`config.mk`:
```
export PLATFORM = sky130hd
export DESIGN_NAME = ram_btn_scanner
export DESIGN_NICKNAME = d
export VERILOG_FILES = /design/src/rtl/ram_btn_scanner_pkg.sv /design/src/rtl/ram_btn_scanner_debounce.sv /design/src/rtl/ram_btn_scanner.sv
export SDC_FILE = /design/constraint.sdc
export NUM_CORES = 1
export LEC_CHECK = 0
export ABC_AREA = 1
export BUFFER_PORTS_ARGS = -buffer_cell sky130_fd_sc_hd__buf_4
export CAP_MARGIN = 15
export CORE_MARGIN = 4
export CORE_UTILIZATION = 35
export DETAILED_ROUTE_END_ITERATION = 10
export HOLD_SLACK_MARGIN = 0.15
export RECOVER_POWER = 25
export SLEW_MARGIN = 30
export SYNTH_ARGS = -nofsm -noshare
export SYNTH_HDL_FRONTEND = slang
export SYNTH_SLANG_ARGS = --single-unit
```
`constraint.sdc`:
```
create_clock -name clk -period 5.7 [get_ports clk]
set_clock_uncertainty 0.1 [all_clocks]
set_input_delay 0.855 -clock clk [delete_from_list [all_inputs] [get_ports clk]]
set_output_delay 0.855 -clock clk [all_outputs]
set_load 0.01 [all_outputs]
```
`src/rtl/ram_btn_scanner_pkg.sv`:
```
// Shared types and helpers for the button-driven RAM viewer: FSM states,
// address-step commands, button indices and command priority.
package ram_scan_pkg;

  typedef enum logic [1:0] {
    IDLE,
    ISSUE,
    WAIT,
    CAPTURE
  } state_t;

  typedef enum logic [1:0] {
    NONE,
    INC,
    DEC,
    HOME
  } cmd_t;

  localparam int NUM_BTN  = 3;
  localparam int BTN_INC  = 0;
  localparam int BTN_DEC  = 1;
  localparam int BTN_HOME = 2;

  // Larger value wins when two commands compete.
  function automatic logic [1:0] cmd_prio(input cmd_t c);
    case (c)
      HOME:    cmd_prio = 2'd3;
      INC:     cmd_prio = 2'd2;
      DEC:     cmd_prio = 2'd1;
      default: cmd_prio = 2'd0;
    endcase
  endfunction

  // Collapse simultaneous press events into one command: HOME > INC > DEC.
  function automatic cmd_t pick_cmd(input logic [NUM_BTN-1:0] ev);
    if (ev[BTN_HOME])     pick_cmd = HOME;
    else if (ev[BTN_INC]) pick_cmd = INC;
    else if (ev[BTN_DEC]) pick_cmd = DEC;
    else                  pick_cmd = NONE;
  endfunction

endpackage

```
`src/rtl/ram_btn_scanner_debounce.sv`:
```
// Per-button synchroniser and debouncer: emits the accepted level and a
// one-cycle pulse on each debounced released->pressed edge.
module btn_debounce #(
  parameter int DEBOUNCE_CYC = 50000,
  parameter bit ACTIVE_LOW   = 1'b1
) (
  input  logic clk,
  input  logic rst,
  input  logic raw,
  output logic level,
  output logic press
);

  localparam int            CW       = (DEBOUNCE_CYC > 1) ? $clog2(DEBOUNCE_CYC) : 1;
  localparam logic [CW-1:0] CNT_LAST = CW'(DEBOUNCE_CYC - 1);
  localparam logic          IDLE_RAW = ACTIVE_LOW;

  logic          sync1;
  logic          sync2;
  logic          sample;
  logic [CW-1:0] cnt;

  // Normalised so that 1 always means "pressed".
  assign sample = sync2 ^ ACTIVE_LOW;

  always_ff @(posedge clk or negedge rst) begin
    if (!rst) begin
      sync1 <= IDLE_RAW;
      sync2 <= IDLE_RAW;
      level <= 1'b0;
      press <= 1'b0;
      cnt   <= '0;
    end else begin
      // NOTE: non-blocking assignments keep every flop sampling pre-edge values,
      // which is what makes sync1 -> sync2 a real two-stage synchroniser.
      sync1 <= raw;
      sync2 <= sync1;
      press <= 1'b0;
      if (sample == level) begin
        cnt <= '0;
      end else if (cnt == CNT_LAST) begin
        level <= sample;
        press <= sample;
        cnt   <= '0;
      end else begin
        cnt <= cnt + 1'b1;
      end
    end
  end

endmodule

```
`src/rtl/ram_btn_scanner.sv`:
```
// Button-driven viewer for a synchronous data RAM: debounced INC/DEC/HOME
// presses step a wrapping pointer and trigger single reads whose result is
// shown on q with a valid strobe. Optional macro RAM_SCAN_AUTO_EN adds a
// periodic auto-increment while no button is held.
module ram_btn_scanner
  import ram_scan_pkg::*;
#(
  parameter int DATA_W         = 32,
  parameter int ADDR_W         = 16,
  parameter int DEPTH          = 65536,
  parameter int STEP           = 1,
  parameter int READ_LAT       = 2,
  parameter int DEBOUNCE_CYC   = 50000,
  parameter bit BTN_ACTIVE_LOW = 1'b1
`ifdef RAM_SCAN_AUTO_EN
  ,
  parameter int SCAN_PERIOD    = 25_000_000
`endif
) (
  input  logic              clk,
  input  logic              rst,
  input  logic [2:0]        btn,
  input  logic [DATA_W-1:0] ram_q,
  output logic [ADDR_W-1:0] ram_addr,
  output logic              ram_rden,
  output logic [DATA_W-1:0] q,
  output logic [ADDR_W-1:0] address,
  output logic              valid,
  output logic              busy
);

  localparam logic [ADDR_W:0] DEPTH_X  = (ADDR_W + 1)'(DEPTH);
  localparam logic [ADDR_W:0] STEP_X   = (ADDR_W + 1)'(STEP);
  localparam logic [2:0]      LAT_INIT = 3'(READ_LAT - 1);

  logic [NUM_BTN-1:0] level;
  logic [NUM_BTN-1:0] press;
  cmd_t               btn_cmd;
  cmd_t               new_cmd;
  cmd_t               pending;
  cmd_t               merged;
  state_t             state;
  state_t             nstate;
  logic               boot;
  logic               start_read;
  logic [2:0]         lat_cnt;
  logic [ADDR_W-1:0]  next_address;

  for (genvar i = 0; i < NUM_BTN; i++) begin : g_btn
    btn_debounce #(
      .DEBOUNCE_CYC (DEBOUNCE_CYC),
      .ACTIVE_LOW   (BTN_ACTIVE_LOW)
    ) u_deb (
      .clk   (clk),
      .rst   (rst),
      .raw   (btn[i]),
      .level (level[i]),
      .press (press[i])
    );
  end

  assign btn_cmd = pick_cmd(press);

`ifdef RAM_SCAN_AUTO_EN
  localparam logic [31:0] SCAN_LAST = 32'(SCAN_PERIOD - 1);

  logic [31:0] scan_cnt;
  logic        scan_tick;

  assign scan_tick = (state == IDLE) && !(|level) && !(|press) && (scan_cnt == SCAN_LAST);
  assign new_cmd   = (btn_cmd == NONE && scan_tick) ? INC : btn_cmd;

  always_ff @(posedge clk or negedge rst) begin
    if (!rst) begin
      scan_cnt <= '0;
    end else if (|press) begin
      scan_cnt <= '0;
    end else if (state == IDLE && !(|level)) begin
      scan_cnt <= scan_tick ? '0 : scan_cnt + 32'd1;
    end
  end
`else
  logic unused_level;

  assign new_cmd      = btn_cmd;
  assign unused_level = ^level;
`endif

  // Wrap-around stepping done one bit wider so DEPTH == 2**ADDR_W still fits.
  function automatic logic [ADDR_W-1:0] step_addr(input logic [ADDR_W-1:0] a, input cmd_t c);
    logic [ADDR_W:0] ext;
    logic [ADDR_W:0] res;
    ext = {1'b0, a};
    res = ext;
    case (c)
      HOME: res = '0;
      INC: begin
        res = ext + STEP_X;
        if (res >= DEPTH_X) res = res - DEPTH_X;
      end
      DEC: res = (ext < STEP_X) ? ext + DEPTH_X - STEP_X : ext - STEP_X;
      default: res = ext;
    endcase
    return res[ADDR_W-1:0];
  endfunction

  // A fresh event only displaces a buffered one of strictly lower priority.
  assign merged       = (cmd_prio(new_cmd) >= cmd_prio(pending)) ? new_cmd : pending;
  assign next_address = step_addr(address, merged);
  assign start_read   = (state == IDLE) && (boot || merged != NONE);

  always_comb begin
    // NOTE: nstate gets its default before the case so no path leaves it
    // unassigned; that is what keeps this block free of inferred latches.
    nstate = state;
    case (state)
      IDLE:    if (start_read) nstate = ISSUE;
      ISSUE:   nstate = (READ_LAT == 1) ? CAPTURE : WAIT;
      WAIT:    if (lat_cnt == 3'd1) nstate = CAPTURE;
      CAPTURE: nstate = IDLE;
      default: nstate = IDLE;
    endcase
  end

  always_ff @(posedge clk or negedge rst) begin
    if (!rst) begin
      state    <= IDLE;
      boot     <= 1'b1;
      pending  <= NONE;
      address  <= '0;
      ram_addr <= '0;
      q        <= '0;
      valid    <= 1'b0;
      lat_cnt  <= '0;
    end else begin
      state <= nstate;
      boot  <= 1'b0;
      valid <= (state == CAPTURE);
      if (state == CAPTURE) q <= ram_q;

      if (state == ISSUE)     lat_cnt <= LAT_INIT;
      else if (state == WAIT) lat_cnt <= lat_cnt - 3'd1;

      if (state == IDLE) begin
        pending <= NONE;
        if (start_read) begin
          address  <= next_address;
          ram_addr <= next_address;
        end
      end else if (new_cmd != NONE && cmd_prio(new_cmd) >= cmd_prio(pending)) begin
        pending <= new_cmd;
      end
    end
  end

  assign ram_rden = (state == ISSUE);
  assign busy     = (state != IDLE);

endmodule

```
== After elaboration in Yosys (flattened, before gate mapping) ==
Cells that the tools add are included.
Storage, ports and cells
  bits in latches: 0
  bits of input ports: 37
  memories kept: 0
  word-level logic and storage cells: 107
  memory bits (writable): 0
  output and inout port bits: 67
  flip-flop bits (word level): 117
  bits in read-only memories: 0
Operators by class
  reductions and logical operators: 15
  equality and inequality tests: 21
  bitwise logic cells: 6
  order comparisons: 4
  muxes and demuxes: 30
  $add $sub $neg: 9
  div/mod/pow operators: 0
  shifts and indexed selects: 0
  multipliers: 0
Operators by type and width (number)
  2-to-1 mux 16 bit: 8
  adder 16 x 1 -> 16 bit (second input constant): 4
  equality test 16 bit (second input constant): 3
  one-hot mux 16 bit (3 select lines): 1
  subtractor 16 x 1 -> 16 bit (second input constant): 3
  2-to-1 mux 2 bit: 10
  adder 16 x 1 -> 17 bit (second input constant): 1
  >= comparator 17 bit (second input constant): 1
  equality test 2 bit (second input constant): 8
  less-than comparator 16 x 1 -> 1 bit (second input constant): 1
  one-hot mux 2 bit (3 select lines): 2
  nonzero test 2 bit: 5
  equality test 2 x 1 -> 1 bit (second input constant): 4
  one-hot mux 2 bit (4 select lines): 1
  AND reduction 2 bit: 4
  2-to-1 mux 1 bit: 6
  2-to-1 mux 3 bit: 2
  inverter 1 bit: 6
  >= comparator 2 bit: 2
  != test 2 bit (second input constant): 2
  equality test 1 bit: 3
  equality test 3 x 1 -> 1 bit (second input constant): 1
  AND reduction 3 bit: 1
  nonzero test 3 bit: 1
  other kinds (4): 5

== Logic depth before layout (Yosys ltp) ==
Gate-level depths: netlist (run 1).
  depth after elaboration: 12
  depth in mapped cells: 18
  mapped depth without buffers: 17

== Hierarchy ==
A second synthesis (run 1) with hierarchy kept.
Unflattened totals
  cell total of the unflattened synthesis: 792
  area total of the unflattened synthesis: 6622.6 sq um
Modules (own cells, without submodules)
  ram_btn_scanner: instances 1, cells an instance 423, sequential area each 1427.6 sq um, area each 3477.1 sq um
  btn_debounce: instances 3, cells an instance 123, sequential area each 503.0 sq um, area each 1048.5 sq um

== Least setup slack after synthesis (run 1) ==
No wires, ideal clock.
  path kind: register to register
  start point: register g_btn[2].u_deb.press
  end point: register address[7]
  stages on the path, launching flop included: 16
  arrival time: 2.306 ns
  required time: 5.535 ns
  path slack: 3.229 ns
  buffers on the path: 1
  path through: dfrtp_1 -> or2_2 -> ha_1 -> o21ai_0 -> nand2_1 -> o21ai_0 -> inv_1 -> ha_1 -> nor2_2 -> nand2_2 -> inv_4 -> nand2_2 -> clkinv_2 -> buf_6 -> nand3_1 -> nand2_1
Between the ends
  longest elaborated chain between the ends: 9
  elaborated cells on any way between the ends: 16
RTL lines
  from (decl): RTL line ram_btn_scanner_debounce.sv:11  | output logic press
  from (signal assigned): RTL line ram_btn_scanner_debounce.sv:43  | press <= sample;
  2-to-1 mux 2 bit *: RTL line ram_btn_scanner_pkg.sv:36  | if (ev[BTN_HOME]) pick_cmd = HOME;
  equality test 2 bit / equality test 2 x 1 -> 1 bit (equally long branches): RTL line ram_btn_scanner_pkg.sv:26  | case (c)
  one-hot mux 2 bit (3 select lines): RTL line ram_btn_scanner_pkg.sv:26
  >= comparator 2 bit: RTL line ram_btn_scanner.sv:108  | assign merged = (cmd_prio(new_cmd) >= cmd_prio(pending)) ? new_cmd : pending;
  2-to-1 mux 2 bit *: RTL line ram_btn_scanner.sv:108
  parallel branches: the longest is 4 deep, another holds nonzero test 3 bit
  to (signal assigned): RTL line ram_btn_scanner.sv:147  | address <= next_address;
  to (decl): RTL line ram_btn_scanner.sv:27  | output logic [ADDR_W-1:0] address,
Mark *: on every way between the ends.
A chain may end at the register's enable or synchronous reset.

== Worst setup path in the final report (run 1) ==
  start point: register g_btn[2].u_deb.press
  end point: register address[6]
Same word-level chain as after synthesis.

==> impl_results.md, run 1 <==
* Area leader, netlist: dfrtp_1
* Total core area at 18000 um2
* Post-CTS Resized at 0
* H-tree Lvls at 4
* Starting Density at 0.356
* Cell row count at 49
* Post-synthesis compound-gate area fraction at 0.0440
* Initial DRC Count at 207
* Cell Pwr Density at 350 nW/um2
* Via Count at 5176
* Post-CTS setup buffers at 0
* Area contributors post-synth: dfrtp_1 (43%), nand2_1 (10%), nor2_1 (5.5%)
* Final net count at 919
* Top Ports at 104
* First-pass DRT Iterations at 4
* GR Util All Layers at 0.139
* Antenna Cells at 0
* Clock Tree Buf Depth at 2
* Most used flip-flop cell after synthesis: dfrtp_1
* Adder-cell share of the synthesized area at 0.0333
* Initial antenna violation count at 0
* Mux contribution to synthesized area at 0.0563
* Most common cell after layout, fill and taps aside: nand2_1
* Mean post-synth cell area at 8.29 um2
* Worst Tran Pin Value at 0.766 ns
* Die area at 20500 um2
* Yosys reg bits at 117
* Syn nets at 826
* Post-Syn Area at 6400 um2
* Mapped Cells at 772
* CTS tree: built
* Number of synthesized flops with an enable pin at 0
* Drt drc at 0
* Critical Path RT at 5.93 ns
* Crit Path Class: reg -> reg
* Worst Setup Start Kind: flop
* Final Cycle Share at 0.505
* Max Slew Vio Count at 0
* Final-report setup violation count at 0
* Post-route ant nets at 0
* Clk Latency, worst-skew pair at 0.41 ns
* Setup WS post-layout at 2.82 ns
* Max Clk Rate at 348 MHz
* Synth unique cells at 46
* Vias in the first global route at 5057
* Fin Setup TNS at 0 ns
* Reg area at 2940 um2
* Register area share after synthesis at 0.459
* Drt wl/cell at 12.4 um
* Clock transition at path regs at 0.05 ns
* Placement Setup Slack at 2.84 ns
* Overflow after GRT at 0
* Vias per cell at 4.68
* Post-CTS Hold Buffers at 0
* Die W at 143 um
* HPWL after DPL at 9810 um
* Xor/xnor share of the synthesized area at 0.0274
* Simple-gate area share of the yosys netlist at 0.289
* Pleak at 3.78 nW
* Layout cells sized above 1 at 0.232
* Fin crit period at 2.88 ns
* Yosys top cell area share at 0.430
* VDD IR-drop max at 0.263 mV
* Clk sinks at 117
* First-pass GRT wire length at 23300 um
* Total CTS buffers at 17
* CP Capture Type: flop
* Combinational family with the most area after synthesis: simple AND/OR/NAND/NOR gates
* Synthesis-to-finish area growth at 22.7%
* # port buffers at 103
* Die height at 143 um
* Layout Cells excl Fill at 1107
* Final WL at 13800 um
* Placed cells at 1075
* Number of fill cells at 1764
* Slew margin rel. at 0.489
* GP Congestion at 0.857
* Largest net degree at the start of global routing at 84
* Most frequent cells in the layout: nand2_1 (174), dfrtp_1 (110), buf_4 (101)
* Outcome: complete, no violations
* RSZ-0062 raised after global routing: false
* Post-synth ARST share at 1.00
* Hold Path Class: reg -> reg
* Max-Cap Viols at 0
* CP arrival at 3.11 ns
* Yosys warnings at 0
* Fin. Hold Viols at 0
* Area of the multi-input gates at 2880 um2
* Worst Path Max Fanout at 15
* Clk root buf: clkbuf_16
## critical path, stage by stage (launching register included)
cell	delay [ns]
dfrtp_1	0.39
or2_2	0.32
ha_1	0.29
o21ai_0	0.07
nand2_1	0.11
nand2_1	0.10
o21ai_0	0.12
inv_1	0.12
ha_1	0.53
inv_1	0.23
a21oi_1	0.15
o21ai_0	0.09
nand2_1	0.08
nand2_1	0.04
o21ai_0	0.06
## area by class of cell
type / instances / share of cell area
clock inverter: 10 / 0.0167
inverter: 97 / 0.0469
clock buffer: 22 / 0.0579
sequential: 117 / 0.374
multi-input combinational: 527 / 0.367
tap: 229 / 0.0365
timing repair buffer: 105 / 0.101
## stage by stage
step	area, um2	hold WS [ns]	power (mW)	utilization
after global placement	7260	0.246	1.71	0.404
after detailed placement	7260	0.247	1.72	0.404
after floorplan	6400	0.245	1.41	-
final	7850	0.255	2.74	0.437
after global routing	7850	0.265	2.91	0.437
after CTS	7850	0.255	2.80	0.437
## metal layers
metal / share of wire / GRT usage
met3: 0.050 / 0.0362
met4: 0.011 / 0.0395
met5: 0 / 0
met2: 0.49 / 0.231
met1: 0.45 / 0.181
## state kept, by name, summed over array words and instances (netlist names)
| name | count |
|---|---|
| g_btn.u_deb.sync2 | 3 |
| g_btn.u_deb.cnt | 48 |
| q | 32 |
| g_btn.u_deb.sync1 | 3 |
| g_btn.u_deb.press | 3 |
| valid | 1 |
| lat_cnt | 3 |
| state | 2 |
| g_btn.u_deb.level | 3 |
| pending | 2 |
| address | 16 |
| boot | 1 |
## logic make-up (layout without fill, tap and decap cells)
| group | after synthesis | in the layout |
|---|---|---|
| buf+inv | 128 | 234 |
| xor+xnor | 20 | 20 |
| compound gates | 54 | 54 |
| mux | 32 | 32 |
| fa+ha+maj | 17 | 17 |
| other cells | 1 | 1 |
| flops | 117 | 117 |
| simple gates | 403 | 403 |
## cell usage after synthesis, types with 2 or more instances
cell      count
nand2_1     174
dfrtp_1     110
nor2_1       94
inv_1        91
nand3_1      60
mux2_2       31
o21ai_0      24
nor3_1       23
a21oi_1      20
ha_1         17
buf_4        16
xor2_1       15
nand4_1       9
buf_2         8
dfstp_2       7
nor2_2        7
nand2_2       6
o22ai_1       5
xnor2_1       5
inv_2         4
or2_1         4
buf_6         3
clkbuf_1      3
nand3_2       3
nor2_4        3
nor3b_1       3
o21ai_1       3
and3_1        2
nand3b_1      2
nor3_2        2
nor3_4        2
or2_2         2
## worst paths after layout
| path | end | depth (start not counted) | start | slack [ns] |
|---|---|---|---|---|
| max | address[6] | 14 | g_btn[2].u_deb.press | 2.82 |
| min in group asynchronous | q[10] | 1 | rst | 0.39 |
| max reg2reg | address[6] | 14 | g_btn[2].u_deb.press | 2.82 |
| min reg2reg | g_btn[1].u_deb.sync2 | 0 | g_btn[1].u_deb.sync1 | 0.26 |
| min | g_btn[1].u_deb.sync2 | 0 | g_btn[1].u_deb.sync1 | 0.26 |
| max in group asynchronous | q[23] | 2 | rst | 4.19 |
## power by group
part	total, mW	switching (mW)	internal (mW)
combinational	0.629	0.282	0.347
clock	1.06	0.363	0.695
sequential	1.06	0.0747	0.983
total	2.74	0.720	2.02
(Power assumes the default switching activity.)
==> run 2, diff against run 1 <==
- clock period: 5.7 -> 3 ns (I/O delays scaled with it)
==> run 2 against run 1 <==
Compared with the run above: the run now ends with max-capacitance violations, max-slew violations left; die area unchanged; worst setup slack lost 2.5 ns; hold slack got worse by 0.079 ns; highest routed layer unchanged.
==> impl_results.md, run 2 (synthesis gave the netlist of run 1 again) <==
* Top flop regs: g_btn.u_deb.cnt: 48 flops, q: 32 flops, address: 16 flops
* Vias in the first global route at 5102 (+0.89%)
* Fin. Hold Viols at 0 (unchanged)
* VDD IR-drop max at 0.416 mV (+58%)
* First-pass DRT Iterations at 4 (unchanged)
* GP Congestion at 0.843 (-1.7%)
* Final Cycle Share at 0.892 (+0.388)
* Final net count at 928 (+0.98%)
* H-tree Lvls at 4 (unchanged)
* Top Ports at 104 (unchanged)
* Most common cell after layout, fill and taps aside: nand2_1
* Layout cells sized above 1 at 0.237 (+0.00441)
* CP Capture Type: flop
* Initial DRC Count at 225 (+8.7%)
* Layout Utilization at 0.440 (+0.00341)
* Most frequent cells in the layout: nand2_1 (174), dfrtp_1 (110), buf_4 (103)
* Drt wl/cell at 12.5 um (+0.43%)
* Worst Path Max Fanout at 14 (-1)
* Drt drc at 0 (unchanged)
* Via Count at 5200 (+0.46%)
* Cell Pwr Density at 656 nW/um2 (+88%)
* Total power at 5.19 mW (+89%)
* Die area at 20500 um2 (unchanged)
* Placement Setup Slack at 0.224 ns (-2.61 ns)
* Clk root buf: clkbuf_16
* Clock transition at path regs at 0.06 ns (about the same)
* Crit Path Class: reg -> reg
* Int Power at 3.80 mW (+87%)
* Critical Path RT at 3.19 ns (-2.74 ns)
* HPWL after DPL at 10200 um (+4.2%)
* Sw power at 1.40 mW (+94%)
* Max Clk Rate at 374 MHz (+7.4%)
* Worst Setup Start Kind: flop
* Final WL at 13900 um (+1.2%)
* Pleak at 3.80 nW (+0.51%)
* Die W at 143 um (unchanged)
* Hold Path Class: in -> reg
* First-pass GRT wire length at 23800 um (+2.1%)
* Fin crit period at 2.68 ns (-0.199 ns)
* Max-Cap Viols at 1 (+1)
* Synthesis-to-finish area growth at 23.7%
* Largest net degree at the start of global routing at 45 (-46%)
* Sequential group share of total power at 0.387 (+0.002)
* Fin Setup TNS at 0 ns (unchanged)
* Outcome: finished, violations left
* Overflow after GRT at 0 (unchanged)
* Post-route ant nets at 0 (unchanged)
* Reg with most FFs: g_btn.u_deb.cnt
* Clk Latency, worst-skew pair at 0.41 ns (about the same)
* Vias per cell at 4.66 (-0.35%)
* Number of fill cells at 1768 (+0.23%)
* Clk sinks at 117 (unchanged)
* Total core area at 18000 um2 (unchanged)
* Clk pwr share at 0.379 (-0.007)
* Initial antenna violation count at 0 (unchanged)
* # port buffers at 103 (unchanged)
* Worst Tran Pin Value at 1.79 ns (+1.03 ns)
* Starting Density at 0.356 (unchanged)
* Gate power share at 0.234 (+0.005)
* Die height at 143 um (unchanged)
* GR Util All Layers at 0.142 (+0.00295)
* Max Slew Vio Count at 34 (+34)
* Setup WS post-layout at 0.323 ns (-2.50 ns)
* Cell row count at 49 (unchanged)
* Clock Tree Buf Depth at 2 (unchanged)
* Antenna Cells at 0 (unchanged)
* Slew margin rel. at -0.196 (-0.685)
* Max reg flops at 48 (unchanged)
* Total CTS buffers at 17 (unchanged)
* Final-report setup violation count at 0 (unchanged)
* CP arrival at 2.87 ns (-0.24 ns)
* RSZ-0062 raised after global routing: false
* CTS tree: built
* Failing checks: max-capacitance violations, max-slew violations
* Post-CTS setup buffers at 0 (unchanged)
* Switching part of the total at 0.269 (+0.00667)
run 2: cell count changes in the layout (fill, tap and decap cells not counted), sizes merged:
cell,change
buf,+1
clkinv,+1
dlygate4sd3,+5
clkinvlp,+3
bufinv,-1
run 2: worst max-delay path: stages, from the launching register on:
cell and delay [ns]:
dfrtp_1 0.36, or2_2 0.30, ha_1 0.28, o21ai_0 0.07, nand2_1 0.11, nand2_1 0.11
o21ai_0 0.12, inv_1 0.13, ha_1 0.16, nand2_1 0.10, nand2_4 0.16, inv_4 0.07
nand2_2 0.08, clkinv_2 0.20, nand2_1 0.12, o21ai_0 0.07
run 2: metal layers:
layer,part of all wire,GRT usage,vias to the layer above
li1,-,-,2652
met1,0.46,0.186,2450
met2,0.49,0.235,91
met3,0.043,0.0392,7
met4,0.0055,0.0360,0
met5,0,0,-
run 2: power groups by stage:
stage / logic, mW / clock network [mW] / registers, mW
after CTS: 1.25 / 2.03 / 2.01
after global placement: 1.23 / 0 / 2.03
final: 1.22 / 1.97 / 2.01
after detailed placement: 1.24 / 0 / 2.04
after global routing: 1.36 / 2.12 / 2.04
after floorplan: 0.548 / 0 / 2.13
run 2: cell type report:
cell class              count  area (um2)  share of cell area
clock buffers              19         453              0.0573
well taps                 229         287              0.0362
flip-flops and latches    117        2940               0.371
multi-input cells         527        2880               0.363
repair buffers            114         860               0.109
clock inverters            13         133              0.0168
inverters                  97         368              0.0465
run 2: final timing paths:
check | start | endpoint | slack, ns | cells after the start
max in group asynchronous | rst | g_btn[0].u_deb.cnt[4] | 0.56 | 3
worst min register to register | g_btn[2].u_deb.sync1 | g_btn[2].u_deb.sync2 | 0.26 | 0
worst min-delay path | ram_q[3] | q[3] | 0.18 | 2
worst max-delay path | g_btn[2].u_deb.press | address[6] | 0.32 | 15
worst max register to register | g_btn[2].u_deb.press | address[6] | 0.32 | 15
min in group asynchronous | rst | q[7] | 0.69 | 2
run 2: stage by stage:
step                      cell area (um2)  hold slack (ns)  cells
final                                7910            0.176   1116
after global routing                 7910            0.154   1116
after CTS                            7940            0.151   1116
after global placement               7300            0.245   1079
after detailed placement             7300            0.248   1079
after floorplan                      6400           0.0544    772
run 2: what timing repair did:
action                                  CTS  global route
hold buffers                              5             0
resized for setup                         0             1
hold endpoints to repair                 43             0
endpoints found under the setup margin    0             3
==> run 3, diff against run 2 <==
- REMOVE_ABC_BUFFERS: default -> 1
==> run 3 against run 2 <==
Compared with the run above: non-clock buffer count is 23 higher; clock-buffer cell count is 1 lower; total power is 0.22% lower; the run still ends with max-capacitance violations, max-slew violations left; largest cell class unchanged.
==> impl_results.md, run 3 (synthesis gave the netlist of run 1 again) <==
* Post-route ant nets at 0 (unchanged)
* Sw power at 1.46 mW (+4.4%)
* First-pass DRT Iterations at 4 (unchanged)
* Cell area after layout at 8120 um2 (+2.6%)
* Total power at 5.18 mW (-0.22%)
* CP peak stage delay at 0.37 ns (about the same)
* Clk Latency, worst-skew pair at 0.41 ns (about the same)
* HPWL after DPL at 10000 um (-1.7%)
* Fin Setup TNS at 0 ns (unchanged)
* Max Slew Vio Count at 34 (unchanged)
* Worst Setup Start Kind: flop
* First-pass GRT wire length at 23700 um (-0.46%)
* Setup WS post-layout at 0.264 ns (-0.0592 ns)
* Area of placed instances at 7300 um2 (unchanged)
* CP max stage cell: dfrtp_1
* Max-Cap Viols at 1 (unchanged)
* VDD IR-drop max at 0.552 mV (+33%)
* H-tree Lvls at 4 (unchanged)
* Layout Cells excl Fill at 1139 (+2.1%)
* Fin crit period at 2.74 ns (+0.0593 ns)
* Initial DRC Count at 267 (+19%)
* Antenna Cells at 0 (unchanged)
* Slew margin rel. at -0.194 (+0.00185)
* Max Clk Rate at 366 MHz (-2.2%)
* Layout Utilization at 0.452 (+0.0115)
* Reg with most FFs: g_btn.u_deb.cnt
* CP arrival at 2.92 ns (+0.05 ns)
* Overflow after GRT at 0 (unchanged)
* Top Ports at 104 (unchanged)
* Sequential group share of total power at 0.390 (+0.003)
* Clk sinks at 117 (unchanged)
* Placed cells at 1079 (unchanged)
* # port buffers at 103 (unchanged)
* Cell chain of the critical path: or2_2, ha_1, o21ai_0, nand2_1, nand2_1, o21ai_0, inv_1, ha_1, nand2_1, nand2_2, inv_4, nand2_2, clkinv_2, nand2_1, o21ai_0
* Hold Path Class: in -> reg
* Placement Setup Slack at 0.166 ns (-0.0585 ns)
* Total CTS buffers at 17 (unchanged)
* Initial antenna violation count at 0 (unchanged)
* Most frequent cells in the layout: nand2_1 (174), dfrtp_1 (110), buf_4 (103)
* Crit Path Class: reg -> reg
* Most common cell after layout, fill and taps aside: nand2_1
* Final Cycle Share at 0.912 (+0.0198)
* Cell row count at 49 (unchanged)
* Top flop regs: g_btn.u_deb.cnt: 48 flops, q: 32 flops, address: 16 flops
* Failing checks: max-capacitance violations, max-slew violations
* Critical Path RT at 3.19 ns (about the same)
* Final net count at 951 (+2.5%)
* GR Util All Layers at 0.141 (-0.000956)
* Via Count at 5290 (+1.7%)
* Drt drc at 0 (unchanged)
* Max reg flops at 48 (unchanged)
* Int Power at 3.72 mW (-1.9%)
* Die area at 20500 um2 (unchanged)
* GP Congestion at 0.859 (+2.0%)
* Cell Pwr Density at 638 nW/um2 (-2.8%)
* Pleak at 3.88 nW (+2.0%)
* Die height at 143 um (unchanged)
* Largest net degree at the start of global routing at 48 (+6.7%)
* Switching part of the total at 0.281 (+0.0124)
* Total core area at 18000 um2 (unchanged)
* Drt wl/cell at 12.3 um (-1.1%)
* Min Hold Slack at 0.173 ns (-0.00339 ns)
* Fin. Hold Viols at 0 (unchanged)
* Clk root buf: clkbuf_16
* Starting Density at 0.356 (unchanged)
* RSZ-0062 raised after global routing: false
* Vias per cell at 4.64 (-0.32%)
* Final-report setup violation count at 0 (unchanged)
* Worst Path Max Fanout at 14 (unchanged)
* Gate power share at 0.239 (+0.005)
* Synthesis-to-finish area growth at 26.9%
* Vias in the first global route at 5109 (+0.14%)
* CP Capture Type: flop
* Worst Tran Pin Value at 1.79 ns (-0.00277 ns)
* Clock transition at path regs at 0.06 ns (about the same)
* CTS tree: built
* Clock Tree Buf Depth at 2 (unchanged)
* Crit-path most repeated cell: nand2_1
* Layout cells sized above 1 at 0.232 (-0.00488)
* Clk pwr share at 0.371 (-0.008)
* Post-CTS setup buffers at 0 (unchanged)
* Die W at 143 um (unchanged)
* Final WL at 14100 um (+0.89%)
* Outcome: finished, violations left
run 3: metal layers:
| metal | global-route usage | part of all wire | vias up |
|---|---|---|---|
| li1 | - | - | 2694 |
| met1 | 0.189 | 0.47 | 2436 |
| met2 | 0.218 | 0.44 | 140 |
| met3 | 0.0415 | 0.070 | 20 |
| met4 | 0.0510 | 0.016 | 0 |
| met5 | 0 | 0 | - |
run 3: what timing repair did:
item / CTS / global route
hold buffers: 27 / 1
gates resized for setup: 0 / 1
endpoints found under the setup margin: 0 / 14
endpoints found under the hold margin: 68 / 1
run 3: worst paths after layout:
kind	slack (ns)	start	end	cells after the start
worst max-delay path	0.26	g_btn[2].u_deb.press	address[3]	15
worst min-delay path	0.17	ram_q[21]	q[21]	2
worst max register to register	0.26	g_btn[2].u_deb.press	address[3]	15
worst min register to register	0.26	g_btn[2].u_deb.sync1	g_btn[2].u_deb.sync2	0
max in group asynchronous	0.58	rst	g_btn[0].u_deb.cnt[8]	3
min in group asynchronous	0.72	rst	g_btn[2].u_deb.cnt[6]	2
run 3: power by group through the flow:
stage          Clock, mW  Sequential [mW]  Combinational (mW)
2_1_floorplan          0             2.13               0.539
3_3_place_gp           0             2.03                1.21
3_5_place_dp           0             2.04                1.23
4_1_cts             1.99             2.02                1.25
5_1_grt             2.06             2.06                1.37
6_report            1.92             2.02                1.24
run 3: worst max-delay path, delay by kind of cell (launching register included):
family	cells	cell delay, ns
and+or+nand+nor	7	1.03
adders and majority gates	2	0.43
buffers and inverters	3	0.40
DFF	1	0.37
AOI/OAI and AO/OA	3	0.27
run 3: cell type report:
type | count | area (um2)
clock buffers | 18 | 439
clock inverters | 14 | 128
fillers | 1738 | 9850
inverters | 97 | 368
multi-input cells | 527 | 2870
flip-flops and latches | 117 | 2940
well taps | 229 | 287
repair buffers | 137 | 1090
